==> config.mk <==
export PLATFORM = sky130hd
export DESIGN_NAME = recon_sum
export DESIGN_NICKNAME = d
export VERILOG_FILES = /design/src/rtl/recon_sum_pkg.sv /design/src/rtl/recon_clip8.sv /design/src/rtl/recon_sum.sv
export SDC_FILE = /design/constraint.sdc
export NUM_CORES = 1
export LEC_CHECK = 0
export BUFFER_PORTS_ARGS = -buffer_cell sky130_fd_sc_hd__buf_4
export CORE_MARGIN = 2
export CORE_UTILIZATION = 55
export DETAILED_ROUTE_END_ITERATION = 12
export GPL_TIMING_DRIVEN = 0
export PLACE_DENSITY = 0.8
export RECOVER_POWER = 100
export SKIP_CTS_REPAIR_TIMING = 1
export SLEW_MARGIN = 5
export SYNTH_ARGS = -nofsm -noshare
export SYNTH_HDL_FRONTEND = slang
export SYNTH_SLANG_ARGS = --single-unit
export TNS_END_PERCENT = 1
==> constraint.sdc <==
create_clock -name clk -period 6.9 [get_ports clk]
set_input_delay 1.38 -clock clk [delete_from_list [all_inputs] [get_ports clk]]
set_output_delay 1.38 -clock clk [all_outputs]
set_load 0.1 [all_outputs]
==> src/rtl/recon_sum_pkg.sv <==
// Shared definitions for the 4x4 reconstruction block: FSM states, plane codes,
// buffer base addresses and the reconstruction-buffer address map.
package recon_sum_pkg;

   typedef enum logic [1:0] {
      ST_IDLE  = 2'd0,
      ST_READ  = 2'd1,
      ST_DRAIN = 2'd2,
      ST_DONE  = 2'd3
   } state_t;

   localparam logic [1:0] KIND_LUMA = 2'd0;
   localparam logic [1:0] KIND_CB   = 2'd1;
   localparam logic [1:0] KIND_CR   = 2'd2;
   localparam logic [1:0] KIND_RSVD = 2'd3;

   localparam logic [6:0] CB_BASE = 7'd64;
   localparam logic [6:0] CR_BASE = 7'd80;

   localparam int PIX_MAX = 255;

   // Luma blocks tile an 4x4 grid of 4-word rows; chroma blocks a 2x2 grid of 2-word rows.
   function automatic logic [6:0] rec_addr(input logic [1:0] kind,
                                           input logic [3:0] idx,
                                           input logic [1:0] row);
      case (kind)
         KIND_CB: rec_addr = CB_BASE + {3'b000, idx[1], row, idx[0]};
         KIND_CR: rec_addr = CR_BASE + {3'b000, idx[1], row, idx[0]};
         default: rec_addr = {1'b0, idx[3], idx[1], row, idx[2], idx[0]};
      endcase
   endfunction

endpackage

==> src/rtl/recon_clip8.sv <==
// One reconstructed pixel: unsigned prediction plus signed residual, clipped to 0..255.
module recon_clip8
   import recon_sum_pkg::*;
#(
   parameter int RES_W = 10
) (
   input  logic [7:0]              i_pred,
   input  logic signed [RES_W-1:0] i_res,
   output logic [7:0]              o_pix
);

   localparam logic signed [RES_W+1:0] SUM_MAX = (RES_W+2)'(PIX_MAX);

   function automatic logic [7:0] clip_u8(input logic signed [RES_W+1:0] v);
      if (v[RES_W+1]) return 8'd0;
      if (v > SUM_MAX) return 8'hFF;
      return v[7:0];
   endfunction

   logic signed [RES_W+1:0] w_sum;

   assign w_sum = $signed({{(RES_W-6){1'b0}}, i_pred}) + $signed({{2{i_res[RES_W-1]}}, i_res});
   assign o_pix = clip_u8(w_sum);

endmodule

==> src/rtl/recon_sum.sv <==
// 4x4 block reconstruction: reads prediction rows, adds the captured residual,
// clips and writes reconstructed rows; the whole pipeline stalls on ena low.
module recon_sum
   import recon_sum_pkg::*;
#(
   parameter int RES_W = 10
) (
   input  logic                  clk,
   input  logic                  rst_n,
   input  logic                  ena,
   input  logic                  start,
   input  logic                  residual_all_0,
   input  logic [1:0]            blk_kind,
   input  logic [3:0]            blk_idx,
   input  logic [16*RES_W-1:0]   res_in,
   output logic                  pred_rd_en,
   output logic [1:0]            pred_rd_row,
   input  logic [31:0]           pred_rd_data,
   output logic                  rec_wr_en,
   output logic [6:0]            rec_wr_addr,
   output logic [31:0]           rec_wr_data,
   output logic                  busy,
   output logic                  done
);

   state_t              r_state;
   state_t              w_next;
   logic [1:0]          r_rd_row;
   logic                r_rd_pend;
   logic [31:0]         r_pred;
   logic [16*RES_W-1:0] r_res;
   logic                r_all0;
   logic [1:0]          r_kind;
   logic [3:0]          r_idx;
   logic                r_wr_pend_p1;
   logic [1:0]          r_wr_row_p1;
   logic                r_wr_en_p2;
   logic                r_last_p2;
   logic [6:0]          r_addr_p2;
   logic [31:0]         r_data_p2;
   logic                w_accept;
   logic [31:0]         w_pred;
   logic [31:0]         w_pix;
   logic signed [RES_W-1:0] w_res [4];

   assign w_accept = ena && (r_state == ST_IDLE) && start;

   always_ff @(posedge clk) begin
      if (!rst_n)
         r_state <= ST_IDLE;
      else if (ena)
         r_state <= w_next;
   end

   always_comb begin
      w_next = r_state;
      case (r_state)
         ST_IDLE:  if (start) w_next = ST_READ;
         ST_READ:  if (r_rd_row == 2'd3) w_next = ST_DRAIN;
         ST_DRAIN: if (r_wr_en_p2 && r_last_p2) w_next = ST_DONE;
         ST_DONE:  w_next = ST_IDLE;
         default:  w_next = ST_IDLE;
      endcase
   end

   always_comb begin
      pred_rd_en = ena && (r_state == ST_READ);
      busy       = (r_state != ST_IDLE);
      done       = ena && (r_state == ST_DONE);
   end

   assign pred_rd_row = r_rd_row;
   assign rec_wr_en   = ena && r_wr_en_p2;
   assign rec_wr_addr = r_addr_p2;
   assign rec_wr_data = r_data_p2;

   // A stalled write stage may see its row after the bus has moved on, so use the held copy.
   assign w_pred = r_rd_pend ? pred_rd_data : r_pred;

   for (genvar c = 0; c < 4; c++) begin : g_byte
      assign w_res[c] = r_all0 ? '0 : r_res[(int'(r_wr_row_p1) * 4 + c) * RES_W +: RES_W];
      recon_clip8 #(.RES_W(RES_W)) u_clip (
         .i_pred (w_pred[c*8 +: 8]),
         .i_res  (w_res[c]),
         .o_pix  (w_pix[c*8 +: 8])
      );
   end

   always_ff @(posedge clk) begin
      if (!rst_n) begin
         r_rd_row     <= '0;
         r_rd_pend    <= 1'b0;
         r_pred       <= '0;
         r_res        <= '0;
         r_all0       <= 1'b0;
         r_kind       <= '0;
         r_idx        <= '0;
         r_wr_pend_p1 <= 1'b0;
         r_wr_row_p1  <= '0;
         r_wr_en_p2   <= 1'b0;
         r_last_p2    <= 1'b0;
         r_addr_p2    <= '0;
         r_data_p2    <= '0;
      end else begin
         r_rd_pend <= pred_rd_en;
         if (r_rd_pend)
            r_pred <= pred_rd_data;
         if (w_accept) begin
            r_res  <= res_in;
            r_all0 <= residual_all_0;
            r_kind <= blk_kind;
            r_idx  <= blk_idx;
         end
         // stage p1: row read issued, awaiting its prediction word
         if (ena) begin
            if (pred_rd_en) begin
               r_rd_row    <= r_rd_row + 2'd1;
               r_wr_row_p1 <= r_rd_row;
            end
            r_wr_pend_p1 <= pred_rd_en;
            // stage p2: registered write word
            r_wr_en_p2 <= r_wr_pend_p1;
            if (r_wr_pend_p1) begin
               r_addr_p2 <= rec_addr(r_kind, r_idx, r_wr_row_p1);
               r_data_p2 <= w_pix;
               r_last_p2 <= (r_wr_row_p1 == 2'd3);
            end
         end
      end
   end

endmodule
==> results of run 1 <==
==> synth_stat cells, drive strengths merged, types with 11 or more instances <==
cell type,n,area share (%)
nand2,390,12
dfxtp,248,40
a21boi,137,8.4
and2,86,4.4
clkbuf,80,2.4
a21oi,67,2.8
ha,40,4.1
mux4,36,6.7
nor2,29,0.89
mux2,28,2.6
o21ai,28,1.1
inv,26,0.80
a211oi,15,0.92
o221a,15,1.4
nor2b,14,0.71
a31oi,13,0.66
buf,13,0.54
nand2b,13,0.66
xnor2,11,0.79
==> worst max-delay path, delay by kind of cell, from the launching register on <==
kind,cells,cell delay (ns)
fa+ha+maj,1,0.23
buf+inv,4,1.92
compound gates,7,1.87
simple gates,2,0.47
flops,1,0.50
==> worst max path at each step <==
stage	start	endpoint	slack, ns	cells past startpoint
floorplan	ena	pred_rd_en	3.13	3
global placement	r_wr_row_p1[0]$_SDFFE_PN0P_	rec_wr_data[30]$_SDFFE_PN0P_	2.42	14
detailed placement	r_wr_row_p1[0]$_SDFFE_PN0P_	rec_wr_data[30]$_SDFFE_PN0P_	2.32	14
CTS	r_wr_row_p1[0]$_SDFFE_PN0P_	rec_wr_data[30]$_SDFFE_PN0P_	2.24	14
global route	r_wr_row_p1[1]$_SDFFE_PN0P_	rec_wr_data[23]$_SDFFE_PN0P_	1.47	13
finish	r_wr_row_p1[1]$_SDFFE_PN0P_	rec_wr_data[17]$_SDFFE_PN0P_	1.80	14
==> final cells by class <==
type,count,share of cell area (%)
clock inverters,12,0.785
clock buffers,35,4.85
inverters,27,0.670
well taps,280,2.32
multi-input cells,1038,45.1
plain buffers,93,2.37
flip-flops and latches,248,32.8
repair buffers,246,11.1
==> state kept, by name, indices dropped and copies added, names as in the netlist <==
register      count
pred_rd_row       2
r_all0            1
r_idx             4
r_kind            2
r_last_p2         1
r_pred           32
r_rd_pend         1
r_res           160
r_state           2
r_wr_en_p2        1
r_wr_pend_p1      1
r_wr_row_p1       2
rec_wr_addr       7
rec_wr_data      32
==> metrics by stage <==
stage,power [W],cells
finish,0.00341,1979
global route,0.00353,1979
CTS,0.00341,1979
detailed placement,0.00205,1932
global placement,0.00204,1932
floorplan,0.00184,1406
==> logic make-up (layout without fill, tap and decap cells) <==
group / after synthesis / after routing / share of synthesized area, %
AO/OA/AOI/OAI: 331 / 331 / 19.1
XOR/XNOR: 18 / 18 / 1.29
buffers and inverters: 120 / 413 / 3.82
adder cells (fa/ha/maj): 44 / 44 / 4.73
AND/OR/NAND/NOR: 571 / 571 / 20.5
multiplexers: 74 / 74 / 10.1
flip-flops: 248 / 248 / 40.5
==> power groups by stage <==
stage / Clock, W / Sequential [W] / Combinational [W]
6_report: 0.00139 / 0.00153 / 0.000490
5_1_grt: 0.00145 / 0.00154 / 0.000533
4_1_cts: 0.00139 / 0.00153 / 0.000490
3_5_place_dp: 0 / 0.00156 / 0.000486
3_3_place_gp: 0 / 0.00156 / 0.000477
2_1_floorplan: 0 / 0.00157 / 0.000271
==> metal layers <==
layer	wire length, um	GRT usage (%)	part of all wire (%)
met5	0	0	0
met4	1400	11.2	3.8
met3	2730	4.31	7.4
met2	17200	51.0	46
met1	15700	40.8	42
==> impl_metrics.prom, run 1 <==
# TYPE chip_impl_metric gauge
chip_impl_metric{name="timing.final.ws_setup",unit="ns"} 1.80
chip_impl_metric{name="power_frac_comb",unit="%"} 14.3
chip_impl_metric{name="power.internal",unit="W"} 0.00249
chip_impl_metric{name="critical_path_peak_fanout",unit=""} 10
chip_impl_metric{name="power-per-cell-area",unit="nW/um^2"} 226
chip_impl_metric{name="worst-r2r-cell-count",unit=""} 14
chip_impl_metric{name="drc",unit=""} 0
chip_impl_info{name="r2r_path_start",value="r_wr_row_p1[1]$_SDFFE_PN0P_"} 1
chip_impl_metric{name="core_region_area",unit="sq um"} 21800
chip_impl_metric{name="rrSetupSlack",unit="ns"} 1.80
chip_impl_metric{name="clk_path_buf_depth",unit=""} 3
chip_impl_metric{name="final_layout_size_suffix_gt1_share",unit="%"} 19.8
chip_impl_metric{name="power.net_switching",unit="W"} 0.000920
chip_impl_metric{name="post_synthesis_register_bit_count",unit=""} 248
chip_impl_metric{name="floorplan.die_area",unit="sq um"} 23500
chip_impl_metric{name="max-cap-violations",unit=""} 0
chip_impl_info{name="cell_by_cell_trace_of_the_critical_path",value="clkbuf_1 -> clkbuf_1 -> clkbuf_1 -> a211oi_1 -> a21oi_1 -> nand2_1 -> inv_1 -> ha_1 -> a211oi_1 -> o21bai_1 -> o31ai_1 -> nor4bb_1 -> o21ai_0 -> a311oi_1"} 1
chip_impl_info{name="hold_class",value="flop to flop"} 1
chip_impl_info{name="final_common_cell",value="sky130_fd_sc_hd__nand2_1"} 1
chip_impl_metric{name="drt_wl_total",unit="um"} 37000
chip_impl_metric{name="flow.area_growth_from_synthesis",unit="%"} 23.4
chip_impl_metric{name="nets",unit=""} 1927
chip_impl_metric{name="placed_cell_area",unit="sq um"} 14500
chip_impl_metric{name="slew_headroom",unit="%"} 21.7
chip_impl_info{name="hold_end",value="r_res[21]$_SDFFE_PN0P_"} 1
chip_impl_metric{name="cp.required",unit="ns"} 7.33
chip_impl_metric{name="post_route_core_utilization",unit="%"} 69.3
chip_impl_metric{name="chipHeight",unit="um"} 153
chip_impl_metric{name="std_cell_rows",unit=""} 54
chip_impl_metric{name="first_global_vias",unit=""} 10900
chip_impl_metric{name="yosysWarnings",unit=""} 0
chip_impl_metric{name="grt_antenna_before_repair",unit=""} 0
chip_impl_metric{name="detailedPlacementHpwl",unit="um"} 28300
chip_impl_metric{name="final-seq-area",unit="sq um"} 4960
chip_impl_info{name="cts_root_buffer",value="sky130_fd_sc_hd__clkbuf_16"} 1
chip_impl_metric{name="finalSetupViolCount",unit=""} 0
chip_impl_metric{name="start_util",unit="%"} 56.2
chip_impl_metric{name="filler_cells",unit=""} 1806
chip_impl_metric{name="detailedPlace.worstSlack",unit="ns"} 2.32
chip_impl_metric{name="clock_power_share",unit="%"} 40.7
chip_impl_metric{name="finalCritPeriodShare",unit="%"} 73.8
chip_impl_metric{name="detailedRoute.firstIterationViolations",unit=""} 779
chip_impl_info{name="setup.worst_path.end_class",value="flop"} 1
chip_impl_metric{name="worst_setup_hold_path_clk_slew",unit="ns"} 0.06
chip_impl_info{name="mostFrequentLayoutCells",value="389 x sky130_fd_sc_hd__nand2_1, 248 x sky130_fd_sc_hd__dfxtp_1, 201 x sky130_fd_sc_hd__buf_4"} 1
chip_impl_metric{name="insertion_delay",unit="ns"} 0.55
chip_impl_metric{name="finalClockSkew",unit="ns"} 0.0221
chip_impl_metric{name="maximum_resistive_drop_on_vdd",unit="mV"} 0.162
chip_impl_metric{name="fin_tns_setup",unit="ns"} 0
chip_impl_metric{name="critical_path.max_stage_delay",unit="ns"} 0.63
chip_impl_metric{name="finalWeightedCongestion",unit=""} 0.927
chip_impl_metric{name="p_leak",unit="nW"} 6.23
chip_impl_info{name="synth_ff_type",value="sky130_fd_sc_hd__dfxtp_1"} 1
chip_impl_metric{name="largest_net_degree_at_the_start_of_global_routing",unit=""} 15
chip_impl_info{name="worst_path_most_repeated_cell",value="sky130_fd_sc_hd__clkbuf_1"} 1
chip_impl_metric{name="grt_overflow",unit=""} 0
chip_impl_metric{name="avgRoutedWirePerCell",unit="um"} 18.7
chip_impl_info{name="r2r_end",value="rec_wr_data[17]$_SDFFE_PN0P_"} 1
chip_impl_info{name="min-delay-start",value="r_res[21]$_SDFFE_PN0P_"} 1
chip_impl_metric{name="max_freq",unit="GHz"} 0.196
chip_impl_metric{name="arrival",unit="ns"} 5.53
chip_impl_metric{name="timing.final.hold_violations",unit=""} 0
chip_impl_info{name="worst_path_max_delay_cell",value="sky130_fd_sc_hd__clkbuf_1"} 1
chip_impl_metric{name="final_period_minus_worst_setup_slack",unit="ns"} 5.10
chip_impl_info{name="critical_path.startpoint_type",value="flop"} 1
chip_impl_metric{name="netlist_instances",unit=""} 1406
chip_impl_info{name="critPathKind",value="flop to flop"} 1
chip_impl_metric{name="drv_slew",unit=""} 0
chip_impl_metric{name="total_cts_buffers",unit=""} 26
chip_impl_metric{name="sw_frac_of_total",unit="%"} 27.0
chip_impl_metric{name="grt_use_total",unit="%"} 30.7
chip_impl_metric{name="fp.dieW",unit="um"} 153
chip_impl_metric{name="detailedRoute.firstPassIterationCount",unit=""} 5
chip_impl_metric{name="synth_nets",unit=""} 1653
chip_impl_metric{name="syn_area_per_cell",unit="sq um"} 8.72
chip_impl_metric{name="async_flop_share",unit="%"} 0
chip_impl_metric{name="syn_area",unit="sq um"} 12300
chip_impl_info{name="run_status",value="finished clean"} 1
chip_impl_metric{name="grt_first_pass_wirelength",unit="um"} 57200
chip_impl_info{name="tritoncts",value="built"} 1
chip_impl_metric{name="worst_pin_slew",unit="ns"} 1.18
chip_impl_metric{name="multi_input_comb_area",unit="sq um"} 6830
chip_impl_info{name="setup_repair_after_global_routing_missed_its_margin",value="no"} 1
chip_impl_metric{name="pin_count",unit=""} 248
chip_impl_metric{name="numClockSinks",unit=""} 248
chip_impl_metric{name="detailroute.via_count",unit=""} 11200
chip_impl_metric{name="netlist-cell-type-count",unit=""} 63
chip_impl_metric{name="cts.htree.levels",unit=""} 1
chip_impl_metric{name="post_drt_via_cell_ratio",unit=""} 5.65
chip_impl_metric{name="antenna-diode-count",unit=""} 0
chip_impl_metric{name="synth_edf_count",unit=""} 0
chip_impl_metric{name="ant_nets",unit=""} 0
chip_impl_metric{name="power.share.sequential",unit="%"} 44.9
chip_impl_metric{name="place.port_buffers",unit=""} 246
chip_impl_metric{name="final_worst_hold_slack",unit="ns"} 0.452
chip_impl_metric{name="timing.hold.worst_path_depth",unit=""} 2
chip_impl_metric{name="ys_seq_area_share",unit="%"} 40.5
chip_impl_metric{name="design_area",unit="sq um"} 15100
No activity file was read; power rests on OpenSTA's default activity.
==> inputs of run 2 (changes only) <==
Settings changed: ABC_AREA set to 1.
Clock period 6.9 ns to 5.25 ns, I/O delays scaled along.
==> run 2 against run 1 <==
Net effect: synthesized cell count up 18%; worst hold slack lost 0.012 ns; utilization increased by 0.95 points; flip-flop and latch count is the same.
==> impl_metrics.prom, run 2 <==
# TYPE chip_impl_metric gauge
chip_impl_info{name="run_status",value="finished clean"} 1
chip_impl_metric{name="maximum_resistive_drop_on_vdd",unit="mV"} 0.261
chip_impl_metric{name="flow.area_growth_from_synthesis",unit="%"} 25.0
chip_impl_info{name="mostFrequentLayoutCells",value="364 x sky130_fd_sc_hd__a21oi_1, 268 x sky130_fd_sc_hd__nand2_1, 248 x sky130_fd_sc_hd__dfxtp_1"} 1
chip_impl_info{name="crit_family",value="compound AO/OA/AOI/OAI gates"} 1
chip_impl_metric{name="synth_nets",unit=""} 1908
chip_impl_info{name="critPathKind",value="flop to flop"} 1
chip_impl_info{name="cts_root_buffer",value="sky130_fd_sc_hd__clkbuf_16"} 1
chip_impl_metric{name="core_region_area",unit="sq um"} 21100
chip_impl_metric{name="first_global_vias",unit=""} 11300
chip_impl_metric{name="fp.dieW",unit="um"} 151
chip_impl_metric{name="synthXorXnorAreaFrac",unit="%"} 1.62
chip_impl_metric{name="timing.final.ws_setup",unit="ns"} 0.999
chip_impl_metric{name="finalClockSkew",unit="ns"} 0.0200
chip_impl_metric{name="clk_path_buf_depth",unit=""} 3
chip_impl_info{name="synth_ff_type",value="sky130_fd_sc_hd__dfxtp_1"} 1
chip_impl_metric{name="detailedPlace.worstSlack",unit="ns"} 1.44
chip_impl_info{name="synth_top_cells_by_count",value="360 x sky130_fd_sc_hd__a21oi_1, 266 x sky130_fd_sc_hd__nand2_1, 248 x sky130_fd_sc_hd__dfxtp_1"} 1
chip_impl_metric{name="pin_count",unit=""} 248
chip_impl_metric{name="syn_area_per_cell",unit="sq um"} 7.14
chip_impl_metric{name="timing.final.hold_violations",unit=""} 0
chip_impl_info{name="combinational_family_with_the_most_area_after_synthesis",value="compound AO/OA/AOI/OAI gates"} 1
chip_impl_metric{name="complex_gate_fraction_of_the_synthesized_area",unit="%"} 27.8
chip_impl_metric{name="grt_antenna_before_repair",unit=""} 0
chip_impl_metric{name="detailroute.via_count",unit=""} 12300
chip_impl_metric{name="detailedRoute.firstIterationViolations",unit=""} 1025
chip_impl_metric{name="detailedRoute.firstPassIterationCount",unit=""} 5
chip_impl_metric{name="chipHeight",unit="um"} 151
chip_impl_metric{name="yosysWarnings",unit=""} 0
chip_impl_metric{name="netlist-cell-type-count",unit=""} 31
chip_impl_info{name="setup_repair_after_global_routing_missed_its_margin",value="no"} 1
chip_impl_metric{name="finalSetupViolCount",unit=""} 0
chip_impl_metric{name="antenna-diode-count",unit=""} 0
chip_impl_info{name="worst_path_most_repeated_cell",value="sky130_fd_sc_hd__a21oi_1"} 1
chip_impl_metric{name="finalWeightedCongestion",unit=""} 0.976
chip_impl_metric{name="std_cell_rows",unit=""} 53
chip_impl_metric{name="grt_first_pass_wirelength",unit="um"} 57800
chip_impl_metric{name="slew_headroom",unit="%"} 21.4
chip_impl_metric{name="worst_pin_slew",unit="ns"} 1.18
chip_impl_metric{name="filler_cells",unit=""} 1840
chip_impl_info{name="cell_by_cell_trace_of_the_critical_path",value="inv_1 -> clkbuf_1 -> clkbuf_1 -> a21oi_1 -> o21ai_0 -> a21oi_1 -> ha_1 -> inv_1 -> fa_1 -> o21ai_0 -> nand2_1 -> nand2_1 -> nand3_1 -> a21oi_1 -> nand2_1 -> a21oi_1"} 1
chip_impl_metric{name="place.port_buffers",unit=""} 246
chip_impl_metric{name="power-per-cell-area",unit="nW/um^2"} 362
chip_impl_metric{name="fin_tns_setup",unit="ns"} 0
chip_impl_metric{name="start_util",unit="%"} 56.3
chip_impl_metric{name="avgRoutedWirePerCell",unit="um"} 17.1
chip_impl_metric{name="synth-simple-area-share",unit="%"} 13.1
chip_impl_metric{name="final_period_minus_worst_setup_slack",unit="ns"} 4.25
chip_impl_metric{name="grt_overflow",unit=""} 0
chip_impl_metric{name="detailedPlacementHpwl",unit="um"} 28900
chip_impl_metric{name="syn_area",unit="sq um"} 11900
chip_impl_metric{name="totalPowerFinal",unit="W"} 0.00537
chip_impl_metric{name="insertion_delay",unit="ns"} 0.55
chip_impl_metric{name="total_cts_buffers",unit=""} 26
chip_impl_info{name="worst_path_max_delay_cell",value="sky130_fd_sc_hd__a21oi_1"} 1
chip_impl_info{name="final_common_cell",value="sky130_fd_sc_hd__a21oi_1"} 1
chip_impl_metric{name="largest_reg_flops",unit=""} 160
chip_impl_info{name="tritoncts",value="built"} 1
chip_impl_metric{name="largest_net_degree_at_the_start_of_global_routing",unit=""} 15
chip_impl_metric{name="drc",unit=""} 0
chip_impl_metric{name="numClockSinks",unit=""} 248
chip_impl_info{name="hold_class",value="flop to flop"} 1
chip_impl_info{name="synth_top_area_cell",value="sky130_fd_sc_hd__dfxtp_1"} 1
chip_impl_metric{name="worst_setup_hold_path_clk_slew",unit="ns"} 0.06
chip_impl_metric{name="floorplan.die_area",unit="sq um"} 22800
chip_impl_metric{name="synth_fa_ha_area_share",unit="%"} 4.89
chip_impl_metric{name="ys_seq_area_share",unit="%"} 41.9
chip_impl_metric{name="synth_mux_area_share",unit="%"} 0
chip_impl_metric{name="post_drt_via_cell_ratio",unit=""} 5.52
chip_impl_metric{name="netlist_instances",unit=""} 1661
chip_impl_metric{name="finalCritPeriodShare",unit="%"} 81.0
chip_impl_info{name="setup.worst_path.end_class",value="flop"} 1
chip_impl_metric{name="drv_slew",unit=""} 0
chip_impl_metric{name="post-synth-top-area-fraction",unit="%"} 41.9
chip_impl_metric{name="async_flop_share",unit="%"} 0
chip_impl_metric{name="nets",unit=""} 2182
chip_impl_metric{name="cp.required",unit="ns"} 5.71
chip_impl_info{name="ys_top_cells_by_area",value="sky130_fd_sc_hd__dfxtp_1 42%, sky130_fd_sc_hd__a21oi_1 15%, sky130_fd_sc_hd__o21ai_0 10%"} 1
chip_impl_metric{name="ant_nets",unit=""} 0
chip_impl_metric{name="p_leak",unit="nW"} 6.31
chip_impl_info{name="post-synth-top-count-cell",value="sky130_fd_sc_hd__a21oi_1"} 1
chip_impl_info{name="registers.top_by_ff_count",value="r_res"} 1
chip_impl_metric{name="cts.htree.levels",unit=""} 1
chip_impl_metric{name="critical_path_peak_fanout",unit=""} 10
chip_impl_metric{name="post_synthesis_register_bit_count",unit=""} 248
chip_impl_info{name="critical_path.startpoint_type",value="flop"} 1
chip_impl_metric{name="worst-path-buf-inv",unit=""} 4
chip_impl_metric{name="final_worst_hold_slack",unit="ns"} 0.440
chip_impl_metric{name="drt_wl_total",unit="um"} 38200
chip_impl_metric{name="max-cap-violations",unit=""} 0
chip_impl_metric{name="critical_path.max_stage_delay",unit="ns"} 0.54
chip_impl_metric{name="synth_edf_count",unit=""} 0
chip_impl_metric{name="final_layout_size_suffix_gt1_share",unit="%"} 14.8
chip_impl_metric{name="arrival",unit="ns"} 4.71
chip_impl_metric{name="grt_use_total",unit="%"} 32.6
chip_impl_metric{name="max_freq",unit="GHz"} 0.235
==> run 2: cell types whose count changed after synthesis, moves of 12 or more <==
| cell | before | now |
|---|---|---|
| sky130_fd_sc_hd__nand3_1 | 7 | 43 |
| sky130_fd_sc_hd__nor2b_1 | 14 | 0 |
| sky130_fd_sc_hd__and2_1 | 86 | 0 |
| sky130_fd_sc_hd__mux2_2 | 28 | 0 |
| sky130_fd_sc_hd__o21ai_0 | 25 | 245 |
| sky130_fd_sc_hd__o221a_2 | 14 | 0 |
| sky130_fd_sc_hd__a21boi_0 | 137 | 0 |
| sky130_fd_sc_hd__a21oi_1 | 65 | 360 |
| sky130_fd_sc_hd__mux4_2 | 34 | 0 |
| sky130_fd_sc_hd__nand2b_1 | 13 | 0 |
| sky130_fd_sc_hd__a211oi_1 | 15 | 3 |
| sky130_fd_sc_hd__nand2_1 | 389 | 266 |
| sky130_fd_sc_hd__inv_1 | 26 | 222 |
==> run 2: path summary, 6_finish.rpt <==
check / cells past startpoint / slack, ns / to / startpoint
setup / recovery: 16 / 1.0 / rec_wr_data[29]$_SDFFE_PN0P_ / r_wr_row_p1[0]$_SDFFE_PN0P_
hold / removal: 2 / 0.44 / r_res[146]$_SDFFE_PN0P_ / r_res[146]$_SDFFE_PN0P_
setup reg to reg: 16 / 1.0 / rec_wr_data[29]$_SDFFE_PN0P_ / r_wr_row_p1[0]$_SDFFE_PN0P_
hold reg to reg: 2 / 0.44 / r_res[146]$_SDFFE_PN0P_ / r_res[146]$_SDFFE_PN0P_
==> run 2: power by group <==
part | switching [W] | internal (W) | leakage [nW]
clock network | 0.000795 | 0.00126 | 0.480
logic | 0.000799 | 0.000410 | 3.80
registers | 0.0000630 | 0.00204 | 2.03
total | 0.00166 | 0.00371 | 6.31
==> run 2: kinds of logic after synthesis <==
logic type,count (synthesis)
DFF,248
AOI/OAI and AO/OA,645
and+or+nand+nor,371
xor gates and xnor gates,22
adders and majority gates,44
buffers and inverters,331
==> run 2: routing by layer <==
layer	global-route usage [%]	vias up	wire (um)
met4	12.4	0	1350
li1	-	6012	-
met3	5.03	88	3620
met2	53.6	597	17500
met1	43.3	5616	15700
met5	0.909	-	0
==> run 2: final cells by class <==
| cell class | instances | area (sq um) | area share, % |
|---|---|---|---|
| multi-input combinational | 1082 | 5590 | 37.7 |
| clock inverter | 15 | 230 | 1.55 |
| sequential | 248 | 4960 | 33.5 |
| clock buffer | 33 | 747 | 5.04 |
| tap | 275 | 344 | 2.32 |
| buffer | 104 | 420 | 2.84 |
| timing repair buffer | 246 | 1670 | 11.3 |
| inverter | 227 | 852 | 5.75 |
==> run 2: worst reg2reg max path, cell delays in order, from the launching register on <==
cell and delay [ns]:
sky130_fd_sc_hd__dfxtp_1 0.44, sky130_fd_sc_hd__inv_1 0.17, sky130_fd_sc_hd__clkbuf_1 0.25, sky130_fd_sc_hd__clkbuf_1 0.30
sky130_fd_sc_hd__a21oi_1 0.19, sky130_fd_sc_hd__o21ai_0 0.17, sky130_fd_sc_hd__a21oi_1 0.40, sky130_fd_sc_hd__ha_1 0.25
sky130_fd_sc_hd__inv_1 0.06, sky130_fd_sc_hd__fa_1 0.39, sky130_fd_sc_hd__o21ai_0 0.39, sky130_fd_sc_hd__nand2_1 0.13
sky130_fd_sc_hd__nand2_1 0.14, sky130_fd_sc_hd__nand3_1 0.08, sky130_fd_sc_hd__a21oi_1 0.54, sky130_fd_sc_hd__nand2_1 0.13
sky130_fd_sc_hd__a21oi_1 0.15
==> run 2: through the flow <==
stage                     instance area [sq um]  std cells  util (%)
after detailed placement                  14100       2182      66.6
after CTS                                 15000       2230      71.3
after floorplan                           11900       1661         -
after global placement                    14100       2182      66.6
final                                     14800       2230      70.3
after global routing                      14800       2230      70.3
==> inputs of run 3 (changes only) <==
Clock period 5.25 ns to 4.4 ns, I/O delays scaled along.
==> run 3 against run 2 <==
Net effect: critical path depth rose by 2; register-to-register slack worse by 0.68 ns; first-iteration DRC count grew 4.7%; die area is the same; cell count is the same; sequential power grew 19%; largest cell class unchanged; highest routed layer unchanged.
==> impl_metrics.prom, run 3 (same netlist as run 2, synthesis figures left out) <==
# TYPE chip_impl_metric gauge
chip_impl_info{name="run_status",value="finished clean"} 1
chip_impl_metric{name="largest_net_degree_at_the_start_of_global_routing",unit=""} 15
chip_impl_metric{name="floorplan.die_area",unit="sq um"} 22800
chip_impl_metric{name="finalClockSkew",unit="ns"} 0.0173
chip_impl_metric{name="place.port_buffers",unit=""} 246
chip_impl_metric{name="filler_cells",unit=""} 1834
chip_impl_metric{name="start_util",unit="%"} 56.3
chip_impl_metric{name="multi_input_comb_area",unit="sq um"} 5610
chip_impl_metric{name="ant_nets",unit=""} 0
chip_impl_metric{name="first_global_vias",unit=""} 11300
chip_impl_metric{name="detailedRoute.firstPassIterationCount",unit=""} 5
chip_impl_metric{name="detailroute.via_count",unit=""} 12300
chip_impl_metric{name="numClockSinks",unit=""} 248
chip_impl_metric{name="critical_path_peak_fanout",unit=""} 10
chip_impl_info{name="registers.top_by_ff_count",value="r_res"} 1
chip_impl_metric{name="detailedRoute.firstIterationViolations",unit=""} 1073
chip_impl_metric{name="grt_overflow",unit=""} 0
chip_impl_metric{name="finalWeightedCongestion",unit=""} 0.976
chip_impl_metric{name="finalCritPeriodShare",unit="%"} 92.9
chip_impl_metric{name="total_cts_buffers",unit=""} 26
chip_impl_metric{name="chipHeight",unit="um"} 151
chip_impl_metric{name="antenna-diode-count",unit=""} 0
chip_impl_metric{name="drv_slew",unit=""} 0
chip_impl_metric{name="grt_first_pass_wirelength",unit="um"} 57800
chip_impl_metric{name="pin_count",unit=""} 248
chip_impl_metric{name="clk_path_buf_depth",unit=""} 3
chip_impl_info{name="critical_path.startpoint_type",value="flop"} 1
chip_impl_metric{name="design_area",unit="sq um"} 14800
chip_impl_metric{name="flow.area_growth_from_synthesis",unit="%"} 25.1
chip_impl_metric{name="fin_tns_setup",unit="ns"} 0
chip_impl_metric{name="cts.htree.levels",unit=""} 1
chip_impl_metric{name="worst_setup_hold_path_clk_slew",unit="ns"} 0.06
chip_impl_metric{name="grt_use_total",unit="%"} 32.6
chip_impl_metric{name="max_freq",unit="GHz"} 0.245
chip_impl_metric{name="slew_headroom",unit="%"} 21.3
chip_impl_metric{name="insertion_delay",unit="ns"} 0.55
chip_impl_metric{name="worst_pin_slew",unit="ns"} 1.19
chip_impl_metric{name="max-cap-violations",unit=""} 0
chip_impl_metric{name="maximum_resistive_drop_on_vdd",unit="mV"} 0.313
chip_impl_info{name="final_common_cell",value="sky130_fd_sc_hd__a21oi_1"} 1
chip_impl_metric{name="core_region_area",unit="sq um"} 21100
chip_impl_metric{name="avgRoutedWirePerCell",unit="um"} 17.1
chip_impl_metric{name="p_leak",unit="nW"} 6.30
chip_impl_metric{name="placed_cell_area",unit="sq um"} 14100
chip_impl_metric{name="drt_wl_total",unit="um"} 38100
chip_impl_metric{name="fp.dieW",unit="um"} 151
chip_impl_info{name="critPathKind",value="flop to flop"} 1
chip_impl_metric{name="cp.required",unit="ns"} 4.87
chip_impl_metric{name="nets",unit=""} 2182
chip_impl_metric{name="post_drt_via_cell_ratio",unit=""} 5.52
chip_impl_info{name="hold_class",value="flop to flop"} 1
chip_impl_metric{name="totalPowerFinal",unit="W"} 0.00641
chip_impl_metric{name="grt_antenna_before_repair",unit=""} 0
chip_impl_metric{name="drc",unit=""} 0
chip_impl_info{name="cts_root_buffer",value="sky130_fd_sc_hd__clkbuf_16"} 1
chip_impl_metric{name="arrival",unit="ns"} 4.56
chip_impl_metric{name="final-seq-area",unit="sq um"} 4960
chip_impl_info{name="mostFrequentLayoutCells",value="362 x sky130_fd_sc_hd__a21oi_1, 267 x sky130_fd_sc_hd__nand2_1, 248 x sky130_fd_sc_hd__dfxtp_1"} 1
chip_impl_metric{name="power-per-cell-area",unit="nW/um^2"} 432
chip_impl_metric{name="timing.final.hold_violations",unit=""} 0
chip_impl_metric{name="final_layout_size_suffix_gt1_share",unit="%"} 14.9
chip_impl_info{name="setup.worst_path.end_class",value="flop"} 1
chip_impl_info{name="setup_repair_after_global_routing_missed_its_margin",value="no"} 1
chip_impl_info{name="tritoncts",value="built"} 1
chip_impl_metric{name="final_period_minus_worst_setup_slack",unit="ns"} 4.09
chip_impl_metric{name="largest_reg_flops",unit=""} 160
chip_impl_metric{name="finalSetupViolCount",unit=""} 0
chip_impl_metric{name="std_cell_rows",unit=""} 53
chip_impl_metric{name="detailedPlacementHpwl",unit="um"} 28900
-- run 3: changes by cell type in the layout (fill, tap and decap cells not counted), sizes merged --
| cell | change |
|---|---|
| clkbuf | +1 |
| buf | -1 |
-- run 3: worst paths after layout --
| kind | from | endpoint | slack [ns] | depth (start not counted) |
|---|---|---|---|---|
| setup / recovery | r_wr_row_p1[0]$_SDFFE_PN0P_ | rec_wr_data[0]$_SDFFE_PN0P_ | 0.31 | 18 |
| setup reg to reg | r_wr_row_p1[0]$_SDFFE_PN0P_ | rec_wr_data[0]$_SDFFE_PN0P_ | 0.31 | 18 |
| hold reg to reg | r_res[133]$_SDFFE_PN0P_ | r_res[133]$_SDFFE_PN0P_ | 0.44 | 2 |
| hold / removal | r_res[133]$_SDFFE_PN0P_ | r_res[133]$_SDFFE_PN0P_ | 0.44 | 2 |
-- run 3: final cells by class --
class                   instances  area share [%]
clock buffers                  33            5.03
multi-input cells            1082            37.8
flip-flops and latches        248            33.5
well taps                     275            2.32
inverters                     227            5.74
repair buffers                246            11.3
clock inverters                15            1.55
plain buffers                 104            2.83
-- run 3: worst max-delay path, stage by stage (launching register included) --
cell	delay, ns
sky130_fd_sc_hd__dfxtp_1	0.37
sky130_fd_sc_hd__inv_1	0.19
sky130_fd_sc_hd__clkbuf_1	0.36
sky130_fd_sc_hd__clkbuf_1	0.47
sky130_fd_sc_hd__o21ai_0	0.23
sky130_fd_sc_hd__a21oi_1	0.41
sky130_fd_sc_hd__ha_1	0.27
sky130_fd_sc_hd__inv_1	0.08
sky130_fd_sc_hd__fa_1	0.39
sky130_fd_sc_hd__nand3b_1	0.17
sky130_fd_sc_hd__nand2_1	0.14
sky130_fd_sc_hd__nand2_1	0.09
sky130_fd_sc_hd__nand3_1	0.08
sky130_fd_sc_hd__nand2_1	0.07
sky130_fd_sc_hd__nor2_1	0.19
sky130_fd_sc_hd__nor2_1	0.10
sky130_fd_sc_hd__nor2_4	0.17
sky130_fd_sc_hd__nand2_1	0.11
sky130_fd_sc_hd__a21oi_1	0.12
-- run 3: routing by layer --
| metal | track usage [%] | vias up | wire, um |
|---|---|---|---|
| met2 | 53.6 | 619 | 17400 |
| li1 | - | 6016 | - |
| met5 | 0.909 | - | 0 |
| met3 | 5.03 | 95 | 3560 |
| met4 | 12.4 | 0 | 1400 |
| met1 | 43.3 | 5583 | 15700 |
-- run 3: stage by stage --
| stage | setup WS [ns] | utilization [%] | hold slack [ns] | cells |
|---|---|---|---|---|
| after global placement | 0.657 | 66.6 | 0.429 | 2182 |
| after CTS | 0.553 | 71.3 | 0.443 | 2230 |
| after detailed placement | 0.591 | 66.6 | 0.433 | 2182 |
| final | 0.314 | 70.4 | 0.443 | 2230 |
| after global routing | 0.148 | 70.4 | 0.453 | 2230 |
| after floorplan | 1.57 | - | 0.420 | 1661 |
-- run 3: report_power, final --
part	internal (W)	total [W]	leakage, nW	switching, W
logic	0.000490	0.00145	3.80	0.000957
clock network	0.00150	0.00245	0.480	0.000949
registers	0.00244	0.00251	2.03	0.0000743
total	0.00443	0.00641	6.30	0.00198
